<file path="config.mk">
export PLATFORM = sky130hd
export DESIGN_NAME = iq_mixer_decim_flat
export DESIGN_NICKNAME = d
export VERILOG_FILES = /design/src/rtl/iq_mixer_decim_if.sv /design/src/rtl/iq_mixer_decim.sv /design/src/flat_wrapper.sv
export SDC_FILE = /design/constraint.sdc
export NUM_CORES = 2
export LEC_CHECK = 0
export ABC_AREA = 0
export CAP_MARGIN = 20
export CORE_MARGIN = 4
export CORE_UTILIZATION = 60
export DETAILED_ROUTE_END_ITERATION = 10
export DONT_BUFFER_PORTS = 1
export PLACE_DENSITY = 0.79
export SLEW_MARGIN = 20
export SYNTH_ARGS = -nofsm -noshare
export SYNTH_HDL_FRONTEND = slang
export SYNTH_SLANG_ARGS = --single-unit
</file>
<file path="constraint.sdc">
create_clock -name clk_i -period 9.6 [get_ports clk_i]
set_input_delay 2.88 -clock clk_i [delete_from_list [all_inputs] [get_ports clk_i]]
set_output_delay 2.88 -clock clk_i [all_outputs]
set_load 0.02 [all_outputs]
</file>
<file path="src/rtl/iq_mixer_decim_if.sv">
// Sample-stream bundle for iq_mixer_decim: ADC/NCO input samples and the decimated I/Q output.
// The DUT side is the slave modport and the driving/consuming side is the master modport.
interface iq_mixer_decim_if #(
    parameter int unsigned DATA_W = 16
) ();
    logic signed [DATA_W-1:0] adc_i;
    logic                     adc_valid_i;
    logic signed [DATA_W-1:0] sin_i;
    logic signed [DATA_W-1:0] cos_i;
    logic                     nco_valid_i;
    logic signed [DATA_W-1:0] i_o;
    logic signed [DATA_W-1:0] q_o;
    logic                     valid_o;
    logic                     ready_i;

    modport slave (
        input  adc_i,
        input  adc_valid_i,
        input  sin_i,
        input  cos_i,
        input  nco_valid_i,
        output i_o,
        output q_o,
        output valid_o,
        input  ready_i
    );

    modport master (
        output adc_i,
        output adc_valid_i,
        output sin_i,
        output cos_i,
        output nco_valid_i,
        input  i_o,
        input  q_o,
        input  valid_o,
        output ready_i
    );
endinterface

</file>
<file path="src/rtl/iq_mixer_decim.sv">
// Complex mixer followed by an integrate-and-dump decimator.
// Pipeline: products (edge N) -> accumulate (N+1) -> round/saturate (N+2) -> output reg (N+3).
module iq_mixer_decim #(
    parameter int unsigned DATA_W = 16,
    parameter int unsigned ACC_W  = 2 * DATA_W + 8
) (
    input  logic              clk_i,
    input  logic              rst_i,
    iq_mixer_decim_if.slave   bus,
    input  logic              enable_i,
    input  logic [7:0]        decim_i,
    input  logic [4:0]        shift_i,
    input  logic              clear_i,
    output logic              overflow_o
);
    localparam int unsigned PROD_W = 2 * DATA_W;

    // Saturation bounds expressed at ACC_W+1 bits so rounding never wraps.
    localparam logic signed [ACC_W:0] SatMax = {{(ACC_W + 2 - DATA_W){1'b0}}, {(DATA_W - 1){1'b1}}};
    localparam logic signed [ACC_W:0] SatMin = {{(ACC_W + 2 - DATA_W){1'b1}}, {(DATA_W - 1){1'b0}}};

    typedef enum logic [0:0] {StIdle, StRun} state_e;

    state_e                   state_q;
    logic [7:0]               r_q;
    logic [4:0]               shift_q;
    logic [7:0]               cnt_q;

    logic                     accept;
    logic                     flush;
    logic                     frame_end;
    logic [8:0]               r_eff;
    logic [8:0]               cnt_inc;

    logic signed [PROD_W-1:0] prod_i;
    logic signed [PROD_W-1:0] prod_q;
    logic signed [PROD_W-1:0] p_i_q;
    logic signed [PROD_W-1:0] p_q_q;
    logic                     s1_valid_q;
    logic                     s1_first_q;
    logic                     s1_last_q;
    logic [4:0]               s1_shift_q;

    logic signed [ACC_W-1:0]  acc_i_q;
    logic signed [ACC_W-1:0]  acc_q_q;
    logic signed [ACC_W-1:0]  ext_i;
    logic signed [ACC_W-1:0]  ext_q;
    logic                     acc_done_q;
    logic [4:0]               acc_shift_q;

    logic [DATA_W:0]          rs_i;
    logic [DATA_W:0]          rs_q;
    logic signed [DATA_W-1:0] res_i_q;
    logic signed [DATA_W-1:0] res_q_q;
    logic                     res_valid_q;
    logic                     res_sat_q;

    logic signed [DATA_W-1:0] out_i_q;
    logic signed [DATA_W-1:0] out_q_q;
    logic                     out_valid_q;
    logic                     out_stall;
    logic                     ovf_set;
    logic                     overflow_q;

    // Round-half-up by 2^(sh-1), arithmetic shift, then clamp; returns {saturated, value}.
    function automatic logic [DATA_W:0] round_sat(input logic signed [ACC_W-1:0] acc,
                                                  input logic [4:0] sh);
        logic signed [ACC_W:0] rnd;
        logic signed [ACC_W:0] sum;
        logic signed [ACC_W:0] val;
        logic [DATA_W:0]       res;
        rnd = '0;
        if (sh != 5'd0) begin
            rnd = {{ACC_W{1'b0}}, 1'b1} << (sh - 5'd1);
        end
        sum = {acc[ACC_W-1], acc} + rnd;
        val = sum >>> sh;
        if (val > SatMax) begin
            res = {1'b1, 1'b0, {(DATA_W - 1){1'b1}}};
        end else if (val < SatMin) begin
            res = {1'b1, 1'b1, {(DATA_W - 1){1'b0}}};
        end else begin
            res = {1'b0, val[DATA_W-1:0]};
        end
        return res;
    endfunction

    // Sample acceptance, frame-boundary detection and mixer products.
    always_comb begin
        accept    = bus.adc_valid_i & bus.nco_valid_i & enable_i & (state_q == StRun);
        // Leaving or sitting in IDLE throws away the partial frame and in-flight products.
        flush     = (state_q != StRun) | ~enable_i;
        r_eff     = (r_q == 8'd0) ? 9'd256 : {1'b0, r_q};
        cnt_inc   = {1'b0, cnt_q} + 9'd1;
        frame_end = accept & (cnt_inc == r_eff);
        prod_i    = PROD_W'(bus.adc_i) * PROD_W'(bus.cos_i);
        prod_q    = -(PROD_W'(bus.adc_i) * PROD_W'(bus.sin_i));
        ext_i     = {{(ACC_W - PROD_W){p_i_q[PROD_W-1]}}, p_i_q};
        ext_q     = {{(ACC_W - PROD_W){p_q_q[PROD_W-1]}}, p_q_q};
        rs_i      = round_sat(acc_i_q, acc_shift_q);
        rs_q      = round_sat(acc_q_q, acc_shift_q);
        out_stall = out_valid_q & ~bus.ready_i;
        ovf_set   = res_valid_q & (res_sat_q | out_stall);
    end

    // Run/stop FSM, sample counter and per-frame latching of ratio and shift.
    always_ff @(posedge clk_i) begin
        if (rst_i) begin
            state_q <= StIdle;
            cnt_q   <= 8'd0;
            r_q     <= 8'd0;
            shift_q <= 5'd0;
        end else begin
            unique case (state_q)
                StIdle: begin
                    if (enable_i) begin
                        state_q <= StRun;
                        r_q     <= decim_i;
                        shift_q <= shift_i;
                    end
                end
                StRun: begin
                    if (!enable_i) begin
                        state_q <= StIdle;
                    end
                end
                default: state_q <= StIdle;
            endcase
            if (flush) begin
                cnt_q <= 8'd0;
            end else if (accept) begin
                cnt_q <= frame_end ? 8'd0 : cnt_inc[7:0];
            end
            if (frame_end) begin
                r_q     <= decim_i;
                shift_q <= shift_i;
            end
        end
    end

    // Stage 1: register full-precision products with their frame position.
    always_ff @(posedge clk_i) begin
        if (rst_i) begin
            s1_valid_q <= 1'b0;
            s1_first_q <= 1'b0;
            s1_last_q  <= 1'b0;
            s1_shift_q <= 5'd0;
            p_i_q      <= '0;
            p_q_q      <= '0;
        end else begin
            s1_valid_q <= accept;
            if (accept) begin
                p_i_q      <= prod_i;
                p_q_q      <= prod_q;
                s1_first_q <= (cnt_q == 8'd0);
                s1_last_q  <= frame_end;
                // Old shift_q here: a boundary reload on this edge belongs to the next frame.
                s1_shift_q <= shift_q;
            end
        end
    end

    // Stage 2: integrate; the first product of a frame overwrites the accumulator.
    always_ff @(posedge clk_i) begin
        if (rst_i) begin
            acc_i_q     <= '0;
            acc_q_q     <= '0;
            acc_done_q  <= 1'b0;
            acc_shift_q <= 5'd0;
        end else begin
            acc_done_q <= s1_valid_q & s1_last_q & ~flush;
            if (s1_valid_q && !flush) begin
                acc_i_q <= s1_first_q ? ext_i : acc_i_q + ext_i;
                acc_q_q <= s1_first_q ? ext_q : acc_q_q + ext_q;
                if (s1_last_q) begin
                    acc_shift_q <= s1_shift_q;
                end
            end
        end
    end

    // Stage 3: dump the finished frame through rounding and saturation.
    always_ff @(posedge clk_i) begin
        if (rst_i) begin
            res_valid_q <= 1'b0;
            res_sat_q   <= 1'b0;
            res_i_q     <= '0;
            res_q_q     <= '0;
        end else begin
            res_valid_q <= acc_done_q;
            if (acc_done_q) begin
                res_i_q   <= rs_i[DATA_W-1:0];
                res_q_q   <= rs_q[DATA_W-1:0];
                res_sat_q <= rs_i[DATA_W] | rs_q[DATA_W];
            end
        end
    end

    // Output register: hold under backpressure, drop newcomers that would overwrite it.
    always_ff @(posedge clk_i) begin
        if (rst_i) begin
            out_valid_q <= 1'b0;
            out_i_q     <= '0;
            out_q_q     <= '0;
        end else if (res_valid_q && !out_stall) begin
            out_valid_q <= 1'b1;
            out_i_q     <= res_i_q;
            out_q_q     <= res_q_q;
        end else if (out_valid_q && bus.ready_i) begin
            out_valid_q <= 1'b0;
        end
    end

    // Sticky overflow; a set event beats a simultaneous clear.
    always_ff @(posedge clk_i) begin
        if (rst_i) begin
            overflow_q <= 1'b0;
        end else if (ovf_set) begin
            overflow_q <= 1'b1;
        end else if (clear_i) begin
            overflow_q <= 1'b0;
        end
    end

    assign bus.i_o     = out_i_q;
    assign bus.q_o     = out_q_q;
    assign bus.valid_o = out_valid_q;
    assign overflow_o  = overflow_q;
endmodule

</file>
<file path="src/flat_wrapper.sv">
// flat-port wrapper written by rule: the top's interface ports become plain ports
module iq_mixer_decim_flat 
#(
    parameter int unsigned DATA_W = 16,
    parameter int unsigned ACC_W  = 2 * DATA_W + 8
)
  (clk_i, rst_i, enable_i, decim_i, shift_i, clear_i, overflow_o, bus_adc_i, bus_adc_valid_i, bus_sin_i, bus_cos_i, bus_nco_valid_i, bus_i_o, bus_q_o, bus_valid_o, bus_ready_i);
  iq_mixer_decim_if #(.DATA_W(DATA_W)) bus_i ();
  input  logic clk_i;
  input  logic rst_i;
  input  logic enable_i;
  input  logic [7:0] decim_i;
  input  logic [4:0] shift_i;
  input  logic clear_i;
  output logic overflow_o;
  input wire logic [$bits(bus_i.adc_i)-1:0] bus_adc_i;
  input wire logic [$bits(bus_i.adc_valid_i)-1:0] bus_adc_valid_i;
  input wire logic [$bits(bus_i.sin_i)-1:0] bus_sin_i;
  input wire logic [$bits(bus_i.cos_i)-1:0] bus_cos_i;
  input wire logic [$bits(bus_i.nco_valid_i)-1:0] bus_nco_valid_i;
  output wire logic [$bits(bus_i.i_o)-1:0] bus_i_o;
  output wire logic [$bits(bus_i.q_o)-1:0] bus_q_o;
  output wire logic [$bits(bus_i.valid_o)-1:0] bus_valid_o;
  input wire logic [$bits(bus_i.ready_i)-1:0] bus_ready_i;
  assign bus_i.adc_i = bus_adc_i;
  assign bus_i.adc_valid_i = bus_adc_valid_i;
  assign bus_i.sin_i = bus_sin_i;
  assign bus_i.cos_i = bus_cos_i;
  assign bus_i.nco_valid_i = bus_nco_valid_i;
  assign bus_i_o = bus_i.i_o;
  assign bus_q_o = bus_i.q_o;
  assign bus_valid_o = bus_i.valid_o;
  assign bus_i.ready_i = bus_ready_i;
  iq_mixer_decim #(.DATA_W(DATA_W), .ACC_W(ACC_W)) u_core (.clk_i(clk_i), .rst_i(rst_i), .bus(bus_i), .enable_i(enable_i), .decim_i(decim_i), .shift_i(shift_i), .clear_i(clear_i), .overflow_o(overflow_o));
endmodule
</file>
* Yosys cells after proc, flatten, opt, wreduce, memory -nomap -nowiden
Cells that the tools add are included.
** Word-level totals
- Memories :: 0
- Latch bits :: 0
- Memory bits (read-only) :: 0
- Register bits :: 248
- RAM bits :: 0
** Cells by class
- Reductions and logical operators :: 14
- Div/mod/pow operators :: 0
- Multipliers :: 2
- Equal/unequal tests :: 2
- Order comparisons :: 4
- Shift operators :: 3
- Add/subtract/negate cells :: 7
- Muxes and demuxes :: 20
- Bitwise logic cells :: 15
** Operators by type and width (count)
- $add A41 B41 Y41 :: 2
- $gt A41 B16 Y1 const B :: 2
- $lt A41 B16 Y1 const B :: 2
- $sshr A41 B5 Y41 :: 2
- $add A40 B32 Y40 :: 2
- $mux W40 :: 2
- $mux W17 :: 4
- $mul A16 B16 Y32 :: 2
- $mux W41 :: 1
- $shl A1 B5 Y41 const A :: 1
- $mux W8 :: 4
- $neg A32 Y32 :: 1
- $logic_not A8 Y1 :: 2
- $mux W5 :: 3
- $add A8 B1 Y9 const B :: 1
- $eq A9 B9 Y1 :: 1
- $mux W9 :: 1
- $and A1 B1 Y1 :: 8
- $reduce_bool A2 Y1 :: 3
- $mux W1 :: 5
- $reduce_bool A5 Y1 :: 1
- $sub A5 B1 Y5 const B :: 1
- $not A1 Y1 :: 4
- $reduce_and A2 Y1 :: 2
- 5 further kinds :: 10

* Depth between registers and ports, before layout
- Depth in word-level cells :: 9
- Gate-level depth with buffers :: 31
- Depth with buffers taken out :: 28

* Worst setup path before layout
No wires, ideal clock.
- Kind :: input-to-reg
- Start :: input bus_adc_i[10]
- End :: register u_core.p_i_q[31]
- Required time :: 9.467 ns
- Library setup time :: 0.133 ns
- Buffers on the path :: 1
- Cell stages on the path :: 28
- Arrival time :: 9.705 ns
- Slack :: -0.237 ns
- Path through :: clkbuf_1 > nand2_1 > fa_1 > inv_1 > fa_1 > inv_1 > fa_1 > fa_1 > inv_1 > fa_1 > inv_1 > fa_1 > inv_1 > ha_1 > nand3_1 > nand2_1 > a41o_1 > o41ai_1 > o21ai_0 > o41a_1 > a221o_1 > a2111oi_0 > o31ai_1 > o21ai_0 > nand2b_1 > a21oi_1 > xnor2_1 > a21oi_1
** Between the ends
- Longest elaborated chain between the ends :: 1
** RTL lines
- start: declaration :: line flat_wrapper.sv:16 : input wire logic [$bits(bus_i.adc_i)-1:0] bus_adc_i;
- $mul A16 B16 Y32 :: line iq_mixer_decim.sv:96 : prod_i = PROD_W'(bus.adc_i) * PROD_W'(bus.cos_i);
- end signal: assignment :: line iq_mixer_decim.sv:153 : p_i_q <= prod_i;
- end: declaration :: line iq_mixer_decim.sv:37 : logic signed [PROD_W-1:0] p_i_q;
No other way between the ends.
A chain may end at the register's enable or synchronous reset.

* Final worst setup path
- Start :: input bus_cos_i[1]
- End :: register u_core.p_i_q[31]
** Between the ends
- Longest elaborated chain between the ends :: 1
** RTL lines
- start: declaration :: line flat_wrapper.sv:19 : input wire logic [$bits(bus_i.cos_i)-1:0] bus_cos_i;
- $mul A16 B16 Y32 :: line iq_mixer_decim.sv:96
No other way between the ends.

==> metrics.cfg <==
[global_route]
grt_pass1_wl_um = 214300
grt_overflow = 0
grt_pass1_vias = 40060
grt_max_degree = 178
antenna_found_initial = 5
track_usage_pct = 33.70

[die]
start_util_pct = 60.49
dieArea_um2 = 77960
die_y_um = 279.2
die_w_um = 279.2
ios = 102
coreArea_um2 = 72960
num_rows = 99

[timing]
rsz0062_at_grt = false
slew_headroom_pct = 27.55
tightest_slew_ns = 1.087
skew_ns = 0.01141
timing.fmax_ghz = 0.1108
setup_tns_ns = 0
fin_hold_ws_ns = 0.4501
finalCriticalPeriod_ns = 9.029
report.final.hold_viol_count = 0
maxSlewViolCount = 0
finalCritPeriodShare_pct = 94.05
setup_viol = 0

[setup_path]
critPathRequiredTime_ns = 10.02
slowest_delay_ns = 0.56
cp-end-kind = flop
start_kind = primary input
critPathArrivalTime_ns = 9.44
cp_slowest_cell = fa_1
crit_fanout = 16
critPathMostFrequentCell = fa_1
crit_type = primary input to flop

[power]
swShare_pct = 50.38
p_per_area_nw_per_um2 = 330.7
power.internal_uw = 7444
power_frac_comb_pct = 84.3
p_clk_share_pct = 8.0
p_sw_uw = 7559
ir_worst_vdd_mv = 0.6239
pwr-share-seq_pct = 7.7
p_leak_uw = 0.01967

[final_layout]
fin_area_um2 = 45360
fin_nets = 6151
area_delta_synth_final_pct = 2.796
drive_gt1_share_pct = 4.429
layout_commonest_cell = nand2_1
final_util_pct = 62.18
fin_cells = 6244
mostFrequentLayoutCells = 706 x nand2_1, 557 x inv_1, 522 x fa_1, 366 x nor2_1, 364 x a21oi_1

[detailed_routing]
drt_pre_antenna_iters = 9
wl_per_cell_um = 21.44
post-route-drc-count = 0
wl_um = 133900
via_count = 40260
antenna_left = 0
routed_via_density = 6.448
drtIter0Drc = 3817

[placement]
place_area_um2 = 44330
io_buffer_count = 0
place.gp.congestion = 1.036
hpwl_um = 103500
placedCellCount = 6192

[cts]
cts.sinks = 248
htreeDepth = 1
postCtsHoldBufs = 0
cts_tree = built
cts_resized = 0
numCtsBuffers = 27
post_cts.repair.setup_buffers = 0
clockBufferDepth = 3
cts_root_buf = clkbuf_16
clock_latency_ns = 0.57
clkTransAtPathRegs_ns = 0.06

[logic_synthesis]
yosysSeqAreaShare_pct = 11.25
synthesis.area_um2 = 44130
syn_avg_cell_area_um2 = 7.979
yosysUniqueCellTypes = 110
async_reset_ff_share_pct = 0
ys.flop_type = dfxtp_1
yosys_register_bits = 248
ys_warn_count = 0
synth_edf_count = 0
syn_inst = 5531

[hold_path]
hold_path_class = flop to flop

[status]
status = finished clean

[flow_run]
drv_cap = 0

## cells by family (layout without fill, tap and decap cells)
group,count (synthesis),in the layout,synth area share [%]
other,1,4,0.008497
DFF,248,248,11.25
buffers and inverters,904,655,7.876
muxes,142,142,3.799
AOI/OAI and AO/OA,1291,1291,19.63
and+or+nand+nor,1891,1891,20.59
adders and majority gates,831,831,32.38
xor gates and xnor gates,223,223,4.460
## cell usage after synthesis (21+ instances only)
cell	number	area, µm²
ha_1	299	3741
nand3_1	102	510.5
nor2_1	366	1374
nor3_1	109	545.5
mux2i_1	91	910.9
nand4_1	37	231.5
nand2b_1	48	300.3
dfxtp_1	248	4965
mux2_2	34	382.9
a21o_1	70	525.5
o21ai_0	239	1196
or3_1	26	162.7
xnor2_1	164	1436
a311oi_1	35	306.5
nor2b_1	54	337.8
o211ai_1	62	465.5
a21oi_1	364	1822
clkbuf_1	267	1002
o21bai_1	28	210.2
a211oi_1	80	600.6
buf_1	47	176.4
fa_1	522	10450
nand2_1	706	2650
a211o_1	27	236.5
o21a_1	27	202.7
o211a_1	23	230.2
nor4_1	21	131.4
and2_1	274	1714
inv_1	560	2102
a22oi_1	24	180.2
and3_1	51	319.1
xor2_1	57	499.2
a31oi_1	55	344.1
## area by class of cell
class / count / area (µm²)
Fill cell: 6420 / 27590
Timing Repair Buffer: 42 / 315.3
Multi-Input combinational cell: 4380 / 35730
Inverter: 563 / 2113
Antenna cell: 2 / 5.005
Tap cell: 959 / 1200
Clock inverter: 20 / 324.1
Sequential cell: 248 / 4985
Clock buffer: 30 / 696.9
## state kept, by name, indices dropped and copies added (netlist names)
| name | count |
|---|---|
| u_core.p_i_q | 32 |
| u_core.acc_i_q | 40 |
| u_core.bus.i_o | 16 |
| u_core.bus.q_o | 16 |
| u_core.r_q | 8 |
| u_core.acc_done_q | 1 |
| u_core.res_sat_q | 1 |
| u_core.bus.valid_o | 1 |
| u_core.s1_first_q | 1 |
| u_core.cnt_q | 8 |
| u_core.s1_shift_q | 5 |
| u_core.state_q | 1 |
| u_core.acc_shift_q | 5 |
| u_core.p_q_q | 32 |
| u_core.overflow_o | 1 |
| u_core.acc_q_q | 40 |
| u_core.s1_valid_q | 1 |
| u_core.res_valid_q | 1 |
| u_core.shift_q | 5 |
| u_core.res_i_q | 16 |
| u_core.s1_last_q | 1 |
| u_core.res_q_q | 16 |
## power groups by stage
stage	Sequential, µW	Combinational, µW	Clock (µW)
floorplan	1130	9760	0
global placement	1170	12100	0
detailed placement	1180	12500	0
CTS	1150	12600	1220
global route	1160	14400	1260
finish	1160	12600	1200
## metal layers
metal	part of all wire, %	track usage [%]	vias to the layer above	wire [µm]
li1	-	-	18400	-
met1	40	43.95	19430	53670
met2	45	54.12	1946	60350
met3	9.0	6.204	484	11990
met4	5.8	16.77	6	7819
met5	0.031	0	-	41
## critical path, delay by kind of cell
| family | cells | cell delay, ns |
|---|---|---|
| adder cells (fa/ha/maj) | 7 | 3.36 |
| AO/OA/AOI/OAI | 10 | 2.53 |
| AND/OR/NAND/NOR | 4 | 0.28 |
| buffers and inverters | 5 | 0.26 |
| XOR/XNOR | 1 | 0.14 |
## stage by stage
step	worst slack, ns	total power [µW]
2_1_floorplan	0.04211	10890
3_3_place_gp	0.1191	13230
3_5_place_dp	0.05744	13650
4_1_cts	0.6344	14960
5_1_grt	0.1631	16790
6_report	0.5713	15000
## worst paths after layout
kind	from	to	slack [ns]	depth (start not counted)
worst min register to register	u_core.res_i_q[1]$_SDFFE_PP0P_	u_core.bus.i_o[1]$_SDFFE_PP0P_	0.45	2
worst max register to register	u_core.acc_shift_q[0]$_SDFFE_PP0P_	u_core.res_i_q[14]$_SDFFE_PP0P_	1.69	20
worst max-delay path	bus_cos_i[1]	u_core.p_i_q[31]$_SDFFE_PP0P_	0.57	27
worst min-delay path	u_core.res_i_q[1]$_SDFFE_PP0P_	u_core.bus.i_o[1]$_SDFFE_PP0P_	0.45	2
No activity file was read; power rests on OpenSTA's default activity.
